===== config.mk =====
export PLATFORM = sky130hd
export DESIGN_NAME = alu_sequencer
export DESIGN_NICKNAME = d
export VERILOG_FILES = /design/src/rtl/alu_seq_pkg.sv /design/src/rtl/alu_seq_regfile.sv /design/src/rtl/alu_sequencer.sv
export SDC_FILE = /design/constraint.sdc
export NUM_CORES = 1
export LEC_CHECK = 0
export BUFFER_PORTS_ARGS = -buffer_cell sky130_fd_sc_hd__buf_2
export CORE_MARGIN = 4
export CORE_UTILIZATION = 57
export DETAILED_ROUTE_END_ITERATION = 7
export MAX_ROUTING_LAYER = met4
export PLACE_DENSITY_LB_ADDON = 0.05
export SYNTH_ARGS = -nofsm -noshare
export SYNTH_HDL_FRONTEND = slang
export SYNTH_SLANG_ARGS = --single-unit

===== constraint.sdc =====
create_clock -name clk -period 4.1 [get_ports clk]
set_input_delay 0.82 -clock clk [delete_from_list [all_inputs] [get_ports clk]]
set_output_delay 0.82 -clock clk [all_outputs]
set_load 0.1 [all_outputs]

===== src/rtl/alu_seq_pkg.sv =====
// Shared definitions for the ALU micro-sequencer: opcodes, instruction fields, FSM encoding.
package alu_seq_pkg;

    localparam logic [2:0] OP_ADD = 3'b000;
    localparam logic [2:0] OP_NOT = 3'b001;
    localparam logic [2:0] OP_AND = 3'b010;
    localparam logic [2:0] OP_OR  = 3'b011;
    localparam logic [2:0] OP_SRA = 3'b100;
    localparam logic [2:0] OP_SLA = 3'b101;
    localparam logic [2:0] OP_BEQ = 3'b110;
    localparam logic [2:0] OP_BNE = 3'b111;

    localparam int SEL_LO   = 13;
    localparam int RD_LO    = 11;
    localparam int RS1_LO   = 9;
    localparam int RS2_LO   = 7;
    localparam int IMM_LO   = 0;
    localparam int HALT_BIT = 6;

    typedef enum logic [1:0] {
        ST_IDLE  = 2'd0,
        ST_FETCH = 2'd1,
        ST_EXEC  = 2'd2,
        ST_DONE  = 2'd3
    } state_t;

    // Both branch opcodes have the two top sel bits set.
    function automatic logic is_branch(input logic [2:0] sel);
        return sel[2] & sel[1];
    endfunction

endpackage


===== src/rtl/alu_seq_regfile.sv =====
// 4 x 8-bit register file: one write port, three combinational read ports.
// Writes land on the clock edge, so a same-cycle read returns the old value.
module alu_seq_regfile (
    input  logic       clk,
    input  logic       rst_n,
    input  logic       we_i,
    input  logic [1:0] waddr_i,
    input  logic [7:0] wdata_i,
    input  logic [1:0] raddr_a_i,
    input  logic [1:0] raddr_b_i,
    input  logic [1:0] raddr_c_i,
    output logic [7:0] rdata_a_o,
    output logic [7:0] rdata_b_o,
    output logic [7:0] rdata_c_o
);

    logic [7:0] regs_q [4];

    always_ff @(posedge clk or negedge rst_n) begin
        if (!rst_n) begin
            for (int i = 0; i < 4; i++) begin
                regs_q[i] <= '0;
            end
        end else if (we_i) begin
            regs_q[waddr_i] <= wdata_i;
        end
    end

    assign rdata_a_o = regs_q[raddr_a_i];
    assign rdata_b_o = regs_q[raddr_b_i];
    assign rdata_c_o = regs_q[raddr_c_i];

endmodule


===== src/rtl/alu_sequencer.sv =====
// Micro-sequencer driving an external 8-bit ALU from sync instruction memory; 2 cycles/instr.
// start/cfg_we are ignored while busy; a program without HALT runs until rst_n.
module alu_sequencer
    import alu_seq_pkg::*;
#(
    parameter int PC_W = 6
) (
    input  logic            clk,
    input  logic            rst_n,
    input  logic            start,
    output logic            busy,
    output logic            done,
    output logic            ovf_sticky,
    output logic [PC_W-1:0] imem_addr,
    input  logic [15:0]     imem_data,
    output logic [7:0]      alu_a,
    output logic [7:0]      alu_b,
    output logic [2:0]      alu_sel,
    input  logic [7:0]      alu_f,
    input  logic            alu_ovf,
    input  logic            alu_take_branch,
    input  logic            cfg_we,
    input  logic [1:0]      cfg_addr,
    input  logic [7:0]      cfg_wdata,
    output logic [7:0]      cfg_rdata
);

    state_t          state_q, state_d;
    logic [PC_W-1:0] pc_q, pc_d;
    logic            ovf_q, ovf_d;
    logic [7:0]      a_hold_q, b_hold_q;

    logic [2:0]  dec_sel;
    logic [1:0]  dec_rd, dec_rs1, dec_rs2;
    logic [6:0]  dec_imm;
    logic [15:0] br_off;
    logic        in_exec, in_rest, dec_br, dec_halt;

    logic       rf_we;
    logic [1:0] rf_waddr;
    logic [7:0] rf_wdata;
    logic [7:0] rs1_val, rs2_val;

    assign dec_sel  = imem_data[SEL_LO +: 3];
    assign dec_rd   = imem_data[RD_LO  +: 2];
    assign dec_rs1  = imem_data[RS1_LO +: 2];
    assign dec_rs2  = imem_data[RS2_LO +: 2];
    assign dec_imm  = imem_data[IMM_LO +: 7];
    assign dec_br   = is_branch(dec_sel);
    assign dec_halt = !dec_br && imem_data[HALT_BIT];
    assign br_off   = {{9{dec_imm[6]}}, dec_imm};

    assign in_exec = (state_q == ST_EXEC);
    assign in_rest = (state_q == ST_IDLE) || (state_q == ST_DONE);

    alu_seq_regfile u_regfile (
        .clk       (clk),
        .rst_n     (rst_n),
        .we_i      (rf_we),
        .waddr_i   (rf_waddr),
        .wdata_i   (rf_wdata),
        .raddr_a_i (dec_rs1),
        .raddr_b_i (dec_rs2),
        .raddr_c_i (cfg_addr),
        .rdata_a_o (rs1_val),
        .rdata_b_o (rs2_val),
        .rdata_c_o (cfg_rdata)
    );

    always_ff @(posedge clk or negedge rst_n) begin
        if (!rst_n) begin
            state_q  <= ST_IDLE;
            pc_q     <= '0;
            ovf_q    <= 1'b0;
            a_hold_q <= '0;
            b_hold_q <= '0;
        end else begin
            state_q <= state_d;
            pc_q    <= pc_d;
            ovf_q   <= ovf_d;
            if (in_exec) begin
                a_hold_q <= rs1_val;
                b_hold_q <= rs2_val;
            end
        end
    end

    always_comb begin
        state_d = state_q;
        case (state_q)
            ST_IDLE,
            ST_DONE:  if (start) state_d = ST_FETCH;
            ST_FETCH: state_d = ST_EXEC;
            ST_EXEC:  state_d = dec_halt ? ST_DONE : ST_FETCH;
            default:  state_d = ST_IDLE;
        endcase
    end

    // Host preload owns the write port outside FETCH/EXEC; the ALU writeback owns it in EXEC.
    always_comb begin
        pc_d     = pc_q;
        ovf_d    = ovf_q;
        rf_we    = 1'b0;
        rf_waddr = cfg_addr;
        rf_wdata = cfg_wdata;
        if (in_rest) begin
            rf_we = cfg_we;
            if (start) begin
                pc_d  = '0;
                ovf_d = 1'b0;
            end
        end else if (in_exec) begin
            if (dec_br) begin
                pc_d = alu_take_branch ? pc_q + br_off[PC_W-1:0] : pc_q + 1'b1;
            end else begin
                rf_we    = 1'b1;
                rf_waddr = dec_rd;
                rf_wdata = alu_f;
                if (dec_sel == OP_ADD) ovf_d = ovf_q | alu_ovf;
                if (!dec_halt) pc_d = pc_q + 1'b1;
            end
        end
    end

    always_comb begin
        busy       = (state_q == ST_FETCH) || in_exec;
        done       = (state_q == ST_DONE);
        ovf_sticky = ovf_q;
        imem_addr  = pc_q;
        alu_sel    = in_exec ? dec_sel : OP_ADD;
        alu_a      = in_exec ? rs1_val : a_hold_q;
        alu_b      = in_exec ? rs2_val : b_hold_q;
    end

endmodule

==> flow_summary.toml <==
[drt]
wirelength_mm = 7.37
wl_per_cell_um = 18.8
via_per_inst = 5.84
postRouteAntennaNets = 0
drt_pre_antenna_iters = 4
dr_total_vias = 2285
drtIter0Drc = 101
drc = 0

[placement]
portBuffers = 75
gp_congestion = 0.857
place_inst = 376
dp_hpwl_mm = 5.37

[final_layout]
area_growth_pct = 18.3
antenna_cells = 0
drive_gt1_share_pct = 55.5
final_util_pct = 70.7
instances_no_fill = 391
final_net_count = 366

[grt]
grt_pass1_wl_mm = 12.0
grt_max_degree = 33
grt_usage_pct = 22.7
overflow = 0
grt_pass1_vias = 2412
antenna_found_initial = 0

[synth]
synth_top_cell_by_area = "dfrtp_1"
synthMuxAreaShare_pct = 35.7
synth-edff-count = 0
ys_top_cells_by_count = "57 x dfrtp_1, 55 x mux2_2, 24 x mux4_2"
syn_area_um2 = 3330
netlist.area_leader.share_pct = 42.8
synth_cell_types = 40
synth_compound_area_share_pct = 7.96
synth_seq_cells = 57
netlist_instances = 237
postSynthNetCount = 288
yosysMostFrequentCell = "dfrtp_1"
avgSynthCellArea_um2 = 14.1
ys_top_cells_by_area = "dfrtp_1 43%, mux2_2 19%, mux4_2 16%"
ys_seq_area_share_pct = 42.8
synth_top_family_by_area = "multiplexers"
synth_warnings = 0
synthFlopType = "dfrtp_1"
yosys.area_share.xor_xnor_pct = 1.05
synth_fa_ha_area_share_pct = 4.36
async_reset_ff_share_pct = 100
yosys.area_share.simple_pct = 5.63

[setup_path]
criticalPathCategory = "reg2out"
crit_required_ns = 3.28
critPathArrivalTime_ns = 2.33
crit_path_end_kind = "primary output"
critPathLaunch = "state_q[0]"
crit_end = "alu_b[0]"
r2r_cells = 6
crit_fanout = 12
setup.worst_path.start_class = "flop"
worstReg2RegStart = "state_q[0]"
timing.rr.end = "u_regfile.regs_q[19]"
rrSetupSlack_ns = 1.44
slowest_delay_ns = 0.49
slowest_stage = "ha_1"
path_cells = "inv_1 > ha_1 > buf_4 > mux2_2 > buf_2"

[clock_tree]
cts_tree = "done"
cts_hold_buf = 0
clkLatencyLatePin_ns = 0.33
post_cts.repair.setup_buffers = 0
post_cts_resized = 0
path_clk_slew_ns = 0.06
cts_sinks = 57
cts_root_buffer = "clkbuf_8"
cts_max_level = 3
cts_buffer_depth = 2
numCtsBuffers = 9

[worst_hold_path]
hp-class = "reg2reg"

[timing]
setup_viol = 0
holdWs_ns = 0.494
fin_crit_ns = 3.15
final.setup_skew_ns = 0.00525
hold_viol_final = 0
relSlewSlack_pct = 50.9
rsz0062_at_grt = "no"
fmax_mhz = 318
tightest_slew_ns = 0.736
final.setup.tns_ns = 0
slew_viol_final = 0
fin_crit_sh_pct = 76.8

[die]
start_util_pct = 59.8
coreArea_um2 = 5570
fp-row-count = 27
io_pins = 76
die_w_um = 84.5
die_area_um2 = 7130
die_h_um = 84.5

[status]
outcome = "finished clean"

[job]
drv_cap = 0
[layout by cell type, fill, tap and decap left out, types with 2 or more instances in the layout]
cell / Yosys / layout
nand3_1: 4 / 4
or3_1: 3 / 3
buf_2: 5 / 75
mux4_2: 24 / 24
a211oi_1: 2 / 2
dfrtp_1: 57 / 57
nor2b_1: 2 / 2
clkinv_2: 0 / 3
a21o_1: 2 / 2
nand2_1: 8 / 8
xnor2_1: 4 / 4
buf_4: 0 / 2
nor2_1: 5 / 5
o32ai_4: 3 / 3
o21bai_1: 2 / 2
o21ai_0: 12 / 12
ha_1: 10 / 10
inv_1: 7 / 7
and2_1: 4 / 4
a21oi_1: 4 / 4
mux2i_1: 2 / 2
clkbuf_8: 0 / 12
mux2_2: 55 / 55
[flip-flops by register name, summed over array words and instances (netlist names)]
name              flops
imem_addr             6
b_hold_q              8
u_regfile.regs_q     32
a_hold_q              8
ovf_sticky            1
state_q               2
[worst min-delay path by stage]
stage | slack (ns) | cells after the start | end | from
after floorplan | 0.49 | 1 | u_regfile.regs_q[21] | u_regfile.regs_q[21]
after global placement | 0.48 | 1 | a_hold_q[1] | a_hold_q[1]
after detailed placement | 0.48 | 1 | b_hold_q[3] | b_hold_q[3]
after CTS | 0.50 | 1 | b_hold_q[3] | b_hold_q[3]
after global routing | 0.51 | 1 | b_hold_q[7] | b_hold_q[7]
final | 0.49 | 1 | a_hold_q[4] | a_hold_q[4]
[critical path, delay by kind of cell (launching register included)]
kind       cells  cell delay [ns]
buf+inv        3             0.70
flops          1             0.43
mux            1             0.37
fa+ha+maj      1             0.49
[cell families after synthesis]
group	count (synthesis)
compound gates	32
xor+xnor	4
fa+ha+maj	11
buf+inv	18
flops	57
mux	82
simple gates	33
[per-stage QoR]
step	worst slack, ns	instance area [µm²]
2_1_floorplan	1.23	3330
3_3_place_gp	1.02	3760
3_5_place_dp	1.02	3760
4_1_cts	0.933	3940
5_1_grt	0.881	3940
6_report	0.953	3940
[routing by layer]
layer	track usage, %	up-vias	part of all wire [%]
li1	-	1065	-
met5	-	-	0
met3	4.22	9	6.4
met4	8.20	0	1.2
met1	28.9	1138	43
met2	36.7	73	50
[final cells by class]
type	count	area, µm²
Clock buffer	12	165
Multi-Input combinational cell	162	1820
Sequential cell	57	1430
Tap cell	72	90.1
Fill cell	434	1630
Inverter	8	30.0
Timing Repair Buffer	77	390
Clock inverter	3	15.0
Power is not shown: default switching activity piles up to over one toggle a cycle in this logic, so the estimate is an artifact.
